File: config.mk
export PLATFORM = sky130hd
export DESIGN_NAME = fifo_wr_arbiter
export DESIGN_NICKNAME = d
export VERILOG_FILES = /design/src/rtl/fifo_wr_arbiter.sv
export SDC_FILE = /design/constraint.sdc
export NUM_CORES = 1
export LEC_CHECK = 0
export CORE_ASPECT_RATIO = 2
export CORE_MARGIN = 2
export CORE_UTILIZATION = 33
export CTS_CLUSTER_SIZE = 25
export DETAILED_ROUTE_END_ITERATION = 16
export PLACE_DENSITY = 0.8
export SYNTH_ARGS = -nofsm -noshare
export SYNTH_HDL_FRONTEND = slang
export SYNTH_SLANG_ARGS = --single-unit
File: constraint.sdc
create_clock -name wclk -period 2.1 [get_ports wclk]
set_input_delay 0.42 -clock wclk [delete_from_list [all_inputs] [get_ports wclk]]
set_output_delay 0.42 -clock wclk [all_outputs]
set_load 0.1 [all_outputs]
File: src/rtl/fifo_wr_arbiter.sv
`default_nettype none
// ============================================================================
// Module   : fifo_wr_arbiter
// Brief    : Round-robin burst arbiter for the write port of an async FIFO
//            (write-clock domain). Grants whole bursts, ended by req_last or
//            MAX_BURST beats. New bursts are held off while walmostfull is
//            high. Beats in flight are stalled on wfull, so the FIFO is never
//            written while full.
// Options  : FIFO_WR_ARB_STATS_EN - builds the saturating wfull stall counter
//            on stall_cnt. When undefined, stall_cnt is tied to zero.
// Revision : 1.0 - initial release
// ============================================================================
module fifo_wr_arbiter #(
    parameter int NREQ      = 4,
    parameter int DSIZE     = 8,
    parameter int MAX_BURST = 8,
    parameter int IDW       = 2
) (
    input  logic                  wclk,
    input  logic                  wrst_n,
    input  logic [NREQ-1:0]       req_valid,
    input  logic [NREQ*DSIZE-1:0] req_data,
    input  logic [NREQ-1:0]       req_last,
    output logic [NREQ-1:0]       req_ready,
    input  logic                  wfull,
    input  logic                  walmostfull,
    output logic                  winc,
    output logic [DSIZE-1:0]      wdata,
    output logic [IDW-1:0]        grant_id,
    output logic                  busy,
    output logic [15:0]           stall_cnt
);

    // Beat counter only has to reach MAX_BURST-1.
    localparam int c_BCW = (MAX_BURST > 1) ? $clog2(MAX_BURST) : 1;
    localparam logic [c_BCW-1:0] c_LAST_BEAT = c_BCW'(MAX_BURST - 1);
    localparam logic [IDW-1:0]   c_LAST_REQ  = IDW'(NREQ - 1);

    typedef enum logic [0:0] {
        S_IDLE  = 1'b0,
        S_BURST = 1'b1
    } state_t;

    state_t           r_state;
    logic [IDW-1:0]   r_grant_id;
    logic [IDW-1:0]   r_rr_ptr;
    logic [c_BCW-1:0] r_beat_cnt;
    logic             r_busy;

    logic             w_in_burst;
    logic             w_own_valid;
    logic             w_own_last;
    logic             w_beat;
    logic             w_burst_end;
    logic             w_arb_found;
    logic [IDW-1:0]   w_arb_winner;
    logic [IDW-1:0]   w_next_ptr;

    // Requester index 'off' positions after 'base', wrapping at NREQ.
    function automatic logic [IDW-1:0] rr_index(input logic [IDW-1:0] base,
                                                input int off);
        int sum;
        sum = int'(base) + off;
        if (sum >= NREQ) begin
            sum = sum - NREQ;
        end
        return IDW'(sum);
    endfunction

    // Round-robin search: first valid requester starting at r_rr_ptr.
    always_comb begin
        w_arb_found  = 1'b0;
        w_arb_winner = '0;
        for (int k = 0; k < NREQ; k++) begin
            if (!w_arb_found && req_valid[rr_index(r_rr_ptr, k)]) begin
                w_arb_found  = 1'b1;
                w_arb_winner = rr_index(r_rr_ptr, k);
            end
        end
    end

    assign w_in_burst  = (r_state == S_BURST);
    assign w_own_valid = req_valid[r_grant_id];
    assign w_own_last  = req_last[r_grant_id];

    // A beat moves only when the owner offers a word and the FIFO has room.
    assign w_beat      = w_in_burst & w_own_valid & ~wfull;
    assign w_burst_end = w_beat & (w_own_last | (r_beat_cnt == c_LAST_BEAT));
    assign w_next_ptr  = (r_grant_id == c_LAST_REQ) ? '0 : (r_grant_id + 1'b1);

    // Only the current owner sees ready, and only while the FIFO is not full.
    always_comb begin
        req_ready = '0;
        if (w_in_burst && !wfull) begin
            req_ready[r_grant_id] = 1'b1;
        end
    end

    assign winc     = w_beat;
    assign wdata    = req_data[r_grant_id*DSIZE +: DSIZE];
    assign grant_id = r_grant_id;
    assign busy     = r_busy;

    // Burst FSM: grant in IDLE, count beats and release the grant in BURST.
    always_ff @(posedge wclk or negedge wrst_n) begin
        if (!wrst_n) begin
            r_state    <= S_IDLE;
            r_grant_id <= '0;
            r_rr_ptr   <= '0;
            r_beat_cnt <= '0;
            r_busy     <= 1'b0;
        end else begin
            case (r_state)
                S_IDLE: begin
                    // walmostfull only throttles new grants, never a live burst.
                    if (w_arb_found && !walmostfull) begin
                        r_grant_id <= w_arb_winner;
                        r_beat_cnt <= '0;
                        r_busy     <= 1'b1;
                        r_state    <= S_BURST;
                    end
                end
                S_BURST: begin
                    if (w_beat) begin
                        r_beat_cnt <= r_beat_cnt + 1'b1;
                        if (w_burst_end) begin
                            r_state  <= S_IDLE;
                            r_busy   <= 1'b0;
                            r_rr_ptr <= w_next_ptr;
                        end
                    end
                end
                default: begin
                    r_state <= S_IDLE;
                    r_busy  <= 1'b0;
                end
            endcase
        end
    end

`ifdef FIFO_WR_ARB_STATS_EN
    logic [15:0] r_stall_cnt;

    // Count cycles where the owner had data but the FIFO was full; saturates.
    always_ff @(posedge wclk or negedge wrst_n) begin
        if (!wrst_n) begin
            r_stall_cnt <= 16'h0000;
        end else if (w_in_burst && w_own_valid && wfull &&
                     (r_stall_cnt != 16'hFFFF)) begin
            r_stall_cnt <= r_stall_cnt + 16'd1;
        end
    end

    assign stall_cnt = r_stall_cnt;
`else
    assign stall_cnt = 16'h0000;
`endif

endmodule
`default_nettype wire

==> results.md, run 1 <==
* Wire length of the first global-routing pass at 4.74 mm
* Slew Viols, Final at 0
* Buffer depth of the longest clock path at 2
* Average detailed-routed wire length per instance at 15.3 um
* Share of post-route cells with drive strength above 1 at 0.317
* Dominant combinational cell family by area after synthesis: multiplexers
* Final non-filler cell total at 194
* Buffer cell driving the clock tree root: sky130_fd_sc_hd__clkbuf_8
* Placed cell count at 187
* Setup_tns at 0 ps
* H-Tree Level Count at 1
* Max-cap check violation count at 0
* Highest Clock Rate at 496 MHz
* Antenna violations before repair at 0
* Share of the synthesized area in compound gates (AO/OA/AOI/OAI) at 0.0959
* Design internal power at 0.00131 W
* R2R setup slack at 190 ps
* Placeable core region at 2910 um2
* Number of buffer and inverter instances along the worst setup path at 2
* Netlist area before placement at 978 um2
* Overall die width at 42.5 um
* Switching Share at 0.552
* Worst setup slack before clock tree synthesis at -85.9 ps
* Critical path's slowest cell: sky130_fd_sc_hd__mux4_2
* Clock-pin slew on the worst setup and hold paths at 40 ps
* Share of the synthesized netlist area taken by xor and xnor gates at 0
* Yosys Warn Count at 0
* Number of storage elements in the synthesis netlist at 9
* Die height at 81.0 um
* Unrepaired setup endpoints after global routing: no
* Share of the core filled with cells at 0.624
* Area overhead of the layout relative to synthesis at 85.4%
* Final worst clock skew at 1.15 ps
* Status: finished, final reports clean
* Overall routed net length at 2.96 mm
* Share of synthesized area spent on multiplexers at 0.272
* Latest clock arrival within the worst-skew pair at 230 ps
* Part of the power in registers at 0.134
* Effective utilization at floorplan at 0.336
* Total I/O pin count at 76
* Antenna diodes at 0
* Clk sink count at 9
* Power per cell area at 1610 nW/um2
* Worst vdd rail ir drop at 0.000791 V
* DR iter-0 viols at 19
* CTS tree: yes
* Classification of the worst setup path: reg2out
* Max FO, Critical Path at 7
* Clock Power Share at 0.067
* Kind of capture point of the worst setup path: primary output
* Final critical-path required period at 2020 ps
* Remaining global-route overflow at 0
* Remaining design rule violation count at 0
* Total number of vias at 983
* Gate power share at 0.799
* Largest net degree at the start of global routing at 17
* Cell taking the most area after synthesis: sky130_fd_sc_hd__dfrtp_1
* Area share of the leading cell type in the synthesized netlist at 0.230
* Mean Syn Cell Area at 10.4 um2
* Family of cells with the greatest summed delay on the critical path: multiplexers
* Total routing resource utilization after global routing at 0.183
* Final worst path period share at 0.960
* Data required time of the worst path at 1680 ps
* Share of the yosys chip area belonging to registers at 0.230
* Post-synth cell types at 35
* Number of failing hold endpoints at the final stage at 0
* Count of final setup violators at 0
* Number of standard cells after synthesis at 94
* Sum of net half-perimeters after detailed placement at 2.66 mm
* Setup crit start kind: register
* Static Leakage at 0.827 nW
* Final Hold Slack at 483 ps
* Hold-fix buffers, CTS at 0
* Cts bufs inserted at 3
* Tightest Hold Check Type: reg2reg
* Vias per cell at 5.07
* Net switching power figure at 0.00161 W
* Adder-cell share of the synthesized area at 0.0767
* Area fraction in and, or, nand and nor cells after synthesis at 0.159
* Worst endpoint data arrival time at 1600 ps
* DIE AREA at 3440 um2
* GPL Wtd Cong at 0.754
* Final worst slack at 83.2 ps
* Layout Nets at 215
* Antenna-violating nets left at 0
* Top area cells in the synthesized netlist: sky130_fd_sc_hd__dfrtp_1, sky130_fd_sc_hd__mux4_2, sky130_fd_sc_hd__buf_4, sky130_fd_sc_hd__ha_1, sky130_fd_sc_hd__mux2i_1
* Number of global-route vias before repair at 1051
* Cells along the critical path: buf_4 -> mux4_2 -> buf_12
* Row count at 28
* 1st-pass router iterations at 4
* Port bufs at 59
* Delay of the slowest cell on the worst path at 540 ps
## worst register-to-register path, cell delays in order (launching register included)
cell	delay [ps]
sky130_fd_sc_hd__dfrtp_4	460
sky130_fd_sc_hd__mux4_2	550
sky130_fd_sc_hd__and2_4	190
sky130_fd_sc_hd__buf_4	140
sky130_fd_sc_hd__buf_4	140
sky130_fd_sc_hd__and3_1	170
sky130_fd_sc_hd__a21o_1	150
## final timing paths
| path | to | cells after the start | start |
|---|---|---|---|
| min in group asynchronous | r_beat_cnt[2] | 1 | wrst_n |
| worst max register to register | r_beat_cnt[1] | 6 | grant_id[0] |
| worst max-delay path | wdata[2] | 3 | grant_id[0] |
| worst min register to register | busy | 1 | busy |
| max in group asynchronous | grant_id[0] | 1 | wrst_n |
| worst min-delay path | busy | 1 | busy |
## cells in the mapped netlist, drive strengths merged
library cell and n:
mux2 3, a21o 3, a22o 1, and2 5, nand3b 1, conb 1
o2bb2ai 1, nor3 1, nor4 1, dfrtp 9, or3 1, o41ai 1
nand2 3, nand2b 2, mux2i 3, a21oi 2, and3 2, o311ai 1
mux4 9, o21ai 1, a22oi 1, nor2 8, o21a 1, buf 20
a31oi 1, nor2b 4, ha 6, inv 2
## power groups by stage
stage / clock network [W] / registers [W] / logic [W]
floorplan: 0 / 0.000510 / 0.00148
detailed placement: 0 / 0.000418 / 0.00228
global placement: 0 / 0.000404 / 0.00225
finish: 0.000195 / 0.000391 / 0.00233
global route: 0.000214 / 0.000411 / 0.00241
CTS: 0.000202 / 0.000391 / 0.00234
## cell type report
cell class	count	area [um2]
clock buffer	4	45.0
fill	247	1090
inverter	2	7.51
multi-input combinational	78	668
sequential	9	233
tap	30	37.5
timing repair buffer	71	823
## routing by layer
metal  wire, um  global-route usage  vias up
met5          0                   0        -
met4        122               0.106        0
met3        152              0.0289       12
met2       1830               0.366       49
met1        861               0.163      472
li1           -                   -      450
## metrics by stage
step	power (W)	area [um2]
after floorplan	0.00199	1080
after global placement	0.00265	1750
after detailed placement	0.00270	1750
after CTS	0.00294	1810
after global routing	0.00304	1810
final	0.00292	1810
## cell families after synthesis
family          Yosys count
fa+ha+maj                 6
compound gates           13
other cells               1
flops                     9
simple gates             28
mux                      15
buf+inv                  22
## flip-flops by register name, indices dropped and copies added (netlist names)
signal      count
r_beat_cnt      3
grant_id        2
r_rr_ptr        2
busy            1
r_state         1
## placed cells by master, fill, tap and decap left out, types with 2 or more instances in the layout
cell type,synthesis,routed
sky130_fd_sc_hd__and2_2,0,4
sky130_fd_sc_hd__nor2_1,7,7
sky130_fd_sc_hd__mux2i_1,3,3
sky130_fd_sc_hd__nor2b_1,4,4
sky130_fd_sc_hd__dfrtp_4,0,2
sky130_fd_sc_hd__mux4_2,9,9
sky130_fd_sc_hd__mux2_4,0,2
sky130_fd_sc_hd__a21oi_1,2,2
sky130_fd_sc_hd__and3_1,2,2
sky130_fd_sc_hd__buf_4,16,13
sky130_fd_sc_hd__a21o_1,3,3
sky130_fd_sc_hd__dfrtp_1,9,7
sky130_fd_sc_hd__clkbuf_8,0,3
sky130_fd_sc_hd__nand2b_1,2,2
sky130_fd_sc_hd__ha_1,6,6
sky130_fd_sc_hd__dlygate4sd2_1,0,4
sky130_fd_sc_hd__conb_1,1,16
sky130_fd_sc_hd__clkdlybuf4s50_1,0,39
sky130_fd_sc_hd__nand2_1,2,2
sky130_fd_sc_hd__buf_12,0,15
sky130_fd_sc_hd__inv_1,2,2
## repair_timing
item                                    CTS  global route
resized for setup                         4             0
endpoints found under the setup margin    5             0
setup buffers                             3             0
Power figures use the tool's default switching activity.
==> run 2: changes to the inputs <==
--- a/config.mk
+++ b/config.mk
@@ -11,6 +11,7 @@
 export CTS_CLUSTER_SIZE = 25
 export DETAILED_ROUTE_END_ITERATION = 16
 export PLACE_DENSITY = 0.8
+export REMOVE_ABC_BUFFERS = 1
 export SYNTH_ARGS = -nofsm -noshare
 export SYNTH_HDL_FRONTEND = slang
 export SYNTH_SLANG_ARGS = --single-unit
==> run 2 against run 1 <==
Compared with the run above: global-route usage decreased by 0.74 points; flip-flop and latch count unchanged; clock-buffer cell count unchanged; final cell count decreased by 2.1%; register-to-register slack improved by 70 ps; hold slack got worse by 9.4 ps; non-clock buffer count decreased by 4; via count decreased by 1.0%; sequential power decreased by 13%; power decreased by 2.1%; critical path depth unchanged; combinational power about the same; largest power group unchanged; highest routed layer unchanged.
==> results.md, run 2 (synthesis results as in run 1) <==
* Share of the core filled with cells at 0.612 (-0.0120)
* Worst vdd rail ir drop at 0.000662 V (-16%)
* Most numerous cell on the critical path: sky130_fd_sc_hd__buf_12
* CTS tree: yes
* Number of global-route vias before repair at 980 (-6.8%)
* Overall die width at 42.5 um (unchanged)
* Area overhead of the layout relative to synthesis at 81.8%
* Worst endpoint data arrival time at 1600 ps (about the same)
* 1st-pass router iterations at 4 (unchanged)
* Latest clock arrival within the worst-skew pair at 230 ps (about the same)
* Buffer depth of the longest clock path at 2 (unchanged)
* Max FO, Critical Path at 16 (+9)
* Critical path's slowest cell: sky130_fd_sc_hd__mux4_2
* Largest reg by FF count: r_beat_cnt
* Power per cell area at 1600 nW/um2 (-0.15%)
* GPL Wtd Cong at 0.852 (+13%)
* DIE AREA at 3440 um2 (unchanged)
* Effective utilization at floorplan at 0.336 (unchanged)
* Placeable core region at 2910 um2 (unchanged)
* Die height at 81.0 um (unchanged)
* Cts bufs inserted at 3 (unchanged)
* Total routing resource utilization after global routing at 0.176 (-0.00738)
* Cell count of the worst hold path at 1 (unchanged)
* Static Leakage at 0.809 nW (-2.1%)
* Slew Viols, Final at 0 (unchanged)
* Cells along the critical path: buf_12 -> mux4_2 -> buf_12
* Status: finished, final reports clean
* Hold-fix buffers, CTS at 0 (unchanged)
* Delay of the slowest cell on the worst path at 550 ps (about the same)
* Remaining design rule violation count at 0 (unchanged)
* Final worst path period share at 0.964 (+0.00365)
* Remaining global-route overflow at 0 (unchanged)
* Antenna diodes at 0 (unchanged)
* Layout Nets at 211 (-1.9%)
* Share of post-route cells with drive strength above 1 at 0.250 (-0.0671)
* Vias per cell at 5.12 (+1.1%)
* Highest Clock Rate at 494 MHz (-0.38%)
* Total I/O pin count at 76 (unchanged)
* Setup crit start kind: register
* Final worst clock skew at 1.25 ps (+0.105 ps)
* Antenna-violating nets left at 0 (unchanged)
* Wire length of the first global-routing pass at 4.61 mm (-2.8%)
* Buffer cell driving the clock tree root: sky130_fd_sc_hd__clkbuf_8
* Clk sink count at 9 (unchanged)
* Kind of capture point of the worst setup path: primary output
* Total number of vias at 973 (-1.0%)
* Largest register FFs at 3 (unchanged)
* Area post-placement at 1720 um2 (-1.6%)
* Overall routed net length at 2.93 mm (-1.1%)
* Tightest Hold Check Type: reg2reg
* Count of final setup violators at 0 (unchanged)
* Data required time of the worst path at 1680 ps (about the same)
* R2R cell count at 5 (-1)
* Number of failing hold endpoints at the final stage at 0 (unchanged)
* Port bufs at 59 (unchanged)
* H-Tree Level Count at 1 (unchanged)
* Leading cell type in the layout, fill and taps excluded: sky130_fd_sc_hd__clkdlybuf4s50_1
* Final critical-path required period at 2020 ps (+7.66 ps)
* Sum of net half-perimeters after detailed placement at 2.47 mm (-6.9%)
* Row count at 28 (unchanged)
* Leading cell types in the layout, fill and taps excluded: sky130_fd_sc_hd__clkdlybuf4s50_1, sky130_fd_sc_hd__conb_1, sky130_fd_sc_hd__buf_12
* Largest net degree at the start of global routing at 17 (unchanged)
* Clock-pin slew on the worst setup and hold paths at 40 ps (about the same)
* Unrepaired setup endpoints after global routing: no
* Antenna violations before repair at 0 (unchanged)
* Average detailed-routed wire length per instance at 15.4 um (+0.97%)
* DR iter-0 viols at 21 (+2)
* Max-cap check violation count at 0 (unchanged)
* Classification of the worst setup path: reg2out
* Final instance area at 1780 um2 (-1.9%)
-- run 2: cell types whose count changed in the layout (fill, tap and decap cells not counted), sizes merged --
cell / change
dlygate4sd2: -2
buf: -4
dlymetal6s2s: +2
-- run 2: worst max-delay path: cells and delay by family, from the launching register on --
kind	cells	cell delay (ps)
buf+inv	2	390
mux	1	550
flops	1	430
-- run 2: power breakdown --
part | leakage, nW | internal (W) | total, W | switching [W]
clock network | 0.0228 | 0.000132 | 0.000196 | 0.0000637
registers | 0.110 | 0.000248 | 0.000339 | 0.0000904
logic | 0.676 | 0.000878 | 0.00232 | 0.00144
-- run 2: what timing repair did --
item / in CTS / in global routing
buffers inserted: 1 / 0
gates resized for setup: 2 / 2
setup endpoints to repair: 1 / 1
-- run 2: layer usage --
metal	GRT usage	wire length, um
met5	0	0
met4	0.0563	38
met1	0.159	945
met2	0.375	1750
met3	0.0222	201
-- run 2: per-stage QoR --
step / power [W] / TNS, ps / setup slack (ps) / cells / hold WS, ps
2_1_floorplan: 0.00185 / -11350 / -734 / 89 / 124
3_3_place_gp: 0.00262 / -187 / -107 / 185 / 465
3_5_place_dp: 0.00266 / -342 / -148 / 185 / 468
4_1_cts: 0.00287 / 0 / 0.642 / 190 / 478
5_1_grt: 0.00297 / 0 / 21.7 / 190 / 491
6_report: 0.00286 / 0 / 75.6 / 190 / 474
-- run 2: final cells by class --
class / instances / area [um2]
clock buffers: 4 / 45.0
fillers: 238 / 1130
inverters: 2 / 7.51
multi-input cells: 78 / 651
flip-flops and latches: 9 / 225
well taps: 30 / 37.5
repair buffers: 67 / 813
-- run 2: final timing paths --
check	slack, ps	to	startpoint
max	80	wdata[6]	grant_id[0]
min	470	busy	busy
max reg2reg	260	r_rr_ptr[1]	grant_id[0]
min reg2reg	470	busy	busy
max in group asynchronous	1340	grant_id[0]	wrst_n
min in group asynchronous	480	busy	wrst_n
==> run 3: changes to the inputs <==
--- a/config.mk
+++ b/config.mk
@@ -10,6 +10,7 @@
 export CORE_UTILIZATION = 33
 export CTS_CLUSTER_SIZE = 25
 export DETAILED_ROUTE_END_ITERATION = 16
+export MAX_ROUTING_LAYER = met4
 export PLACE_DENSITY = 0.8
 export REMOVE_ABC_BUFFERS = 1
 export SYNTH_ARGS = -nofsm -noshare
==> run 3 against run 2 <==
Compared with the run above: clock-buffer cell count did not move; critical endpoint unchanged; via count rose by 0.10%; routed wire length fell by 0.41%; non-clock buffer count unchanged; worst setup slack worse by 0.94 ps.
==> results.md, run 3 (synthesis results as in run 1) <==
* Status: finished, final reports clean
* Setup crit start kind: register
* Highest Clock Rate at 494 MHz (about the same)
* H-Tree Level Count at 1 (unchanged)
* Worst vdd rail ir drop at 0.000662 V (unchanged)
* Placed cell count at 185 (unchanged)
* Row count at 28 (unchanged)
* Largest net degree at the start of global routing at 17 (unchanged)
* Cts bufs inserted at 3 (unchanged)
* Area overhead of the layout relative to synthesis at 81.8% (unchanged)
* 1st-pass router iterations at 4 (unchanged)
* Worst endpoint data arrival time at 1610 ps (about the same)
* Leading cell types in the layout, fill and taps excluded: sky130_fd_sc_hd__clkdlybuf4s50_1, sky130_fd_sc_hd__conb_1, sky130_fd_sc_hd__buf_12
* Share of the core filled with cells at 0.612 (unchanged)
* Final worst path period share at 0.964 (about the same)
* Antenna diodes at 0 (unchanged)
* Die height at 81.0 um (unchanged)
* Sum of net half-perimeters after detailed placement at 2.47 mm (unchanged)
* Slew Viols, Final at 0 (unchanged)
* DIE AREA at 3440 um2 (unchanged)
* Clock-pin slew on the worst setup and hold paths at 40 ps (about the same)
* Static Leakage at 0.809 nW (unchanged)
* Clk sink count at 9 (unchanged)
* Final instance area at 1780 um2 (unchanged)
* Vias per cell at 5.13 (+0.10%)
* Data required time of the worst path at 1680 ps (about the same)
* Port bufs at 59 (unchanged)
* DR iter-0 viols at 17 (-19%)
* Final worst clock skew at 1.62 ps (+0.363 ps)
* Effective utilization at floorplan at 0.336 (unchanged)
* Overall routed net length at 2.92 mm (-0.41%)
* Final Hold Slack at 474 ps (-0.0570 ps)
* Wire length of the first global-routing pass at 4.61 mm (unchanged)
* Final worst slack at 74.6 ps (-0.937 ps)
* Latest clock arrival within the worst-skew pair at 230 ps (about the same)
* Count of final setup violators at 0 (unchanged)
* Max FO, Critical Path at 16 (unchanged)
* Number of failing hold endpoints at the final stage at 0 (unchanged)
* Largest reg by FF count: r_beat_cnt
* Largest register FFs at 3 (unchanged)
* CTS tree: yes
* Tightest Hold Check Type: reg2reg
* Area post-placement at 1720 um2 (unchanged)
* Average detailed-routed wire length per instance at 15.4 um (-0.41%)
* Leading cell type in the layout, fill and taps excluded: sky130_fd_sc_hd__clkdlybuf4s50_1
* Share of post-route cells with drive strength above 1 at 0.250 (unchanged)
* Total I/O pin count at 76 (unchanged)
* Worst setup slack before clock tree synthesis at -148 ps (unchanged)
* Final non-filler cell total at 190 (unchanged)
* GPL Wtd Cong at 0.865 (+1.6%)
* Remaining global-route overflow at 0 (unchanged)
* Total number of vias at 974 (+0.10%)
* Classification of the worst setup path: reg2out
* Remaining design rule violation count at 0 (unchanged)
* Overall die width at 42.5 um (unchanged)
* Max-cap check violation count at 0 (unchanged)
* Layout Nets at 211 (unchanged)
* Hold-fix buffers, CTS at 0 (unchanged)
* Number of global-route vias before repair at 980 (unchanged)
* Antenna-violating nets left at 0 (unchanged)
* Buffer depth of the longest clock path at 2 (unchanged)
* Antenna violations before repair at 0 (unchanged)
* Placeable core region at 2910 um2 (unchanged)
* Buffer cell driving the clock tree root: sky130_fd_sc_hd__clkbuf_8
* Unrepaired setup endpoints after global routing: no
* Total routing resource utilization after global routing at 0.181 (+0.00494)
* Kind of capture point of the worst setup path: primary output
* Final critical-path required period at 2030 ps (+0.937 ps)
* Power per cell area at 1610 nW/um2 (about the same)
==> run 3: cell counts in the layout (fill, tap and decap cells not counted) <==
No cell type changed its count.
==> run 3: power by group <==
group	total (W)	switching, W	internal, W
logic	0.00232	0.00144	0.000878
registers	0.000339	0.0000906	0.000248
clock network	0.000196	0.0000643	0.000132
==> run 3: cell type report <==
type / instances / area [um2]
clock buffers: 4 / 45.0
multi-input cells: 78 / 651
fillers: 238 / 1130
inverters: 2 / 7.51
flip-flops and latches: 9 / 225
repair buffers: 67 / 813
well taps: 30 / 37.5
==> run 3: worst paths after layout <==
| check | from | to | slack [ps] | cells after the start |
|---|---|---|---|---|
| min in group asynchronous | wrst_n | busy | 480 | 1 |
| worst max-delay path | grant_id[0] | wdata[6] | 70 | 3 |
| worst min register to register | busy | busy | 470 | 1 |
| worst min-delay path | busy | busy | 470 | 1 |
| max in group asynchronous | wrst_n | grant_id[0] | 1340 | 1 |
| worst max register to register | grant_id[0] | r_rr_ptr[1] | 260 | 5 |
==> run 3: routing by layer <==
metal	track usage	vias up	part of all wire
li1	-	445	-
met1	0.159	461	0.32
met2	0.375	62	0.60
met3	0.0222	6	0.070
met4	0.0563	0	0.013
met5	-	-	0
==> run 3: worst max-delay path, cell delays in order, from the launching register on <==
cell,delay (ps)
sky130_fd_sc_hd__dfrtp_1,430
sky130_fd_sc_hd__buf_12,200
sky130_fd_sc_hd__mux4_2,550
sky130_fd_sc_hd__buf_12,190
==> run 3: repair_timing <==
action                                  CTS  global route
buffers inserted                          1             0
gates resized for setup                   2             2
hold endpoints to repair                  0             0
endpoints found under the setup margin    1             1
==> run 3: through the flow <==
stage	total power, W	TNS, ps
after detailed placement	0.00266	-342
after global routing	0.00297	0
after global placement	0.00262	-187
after CTS	0.00287	0
after floorplan	0.00185	-11350
final	0.00286	0
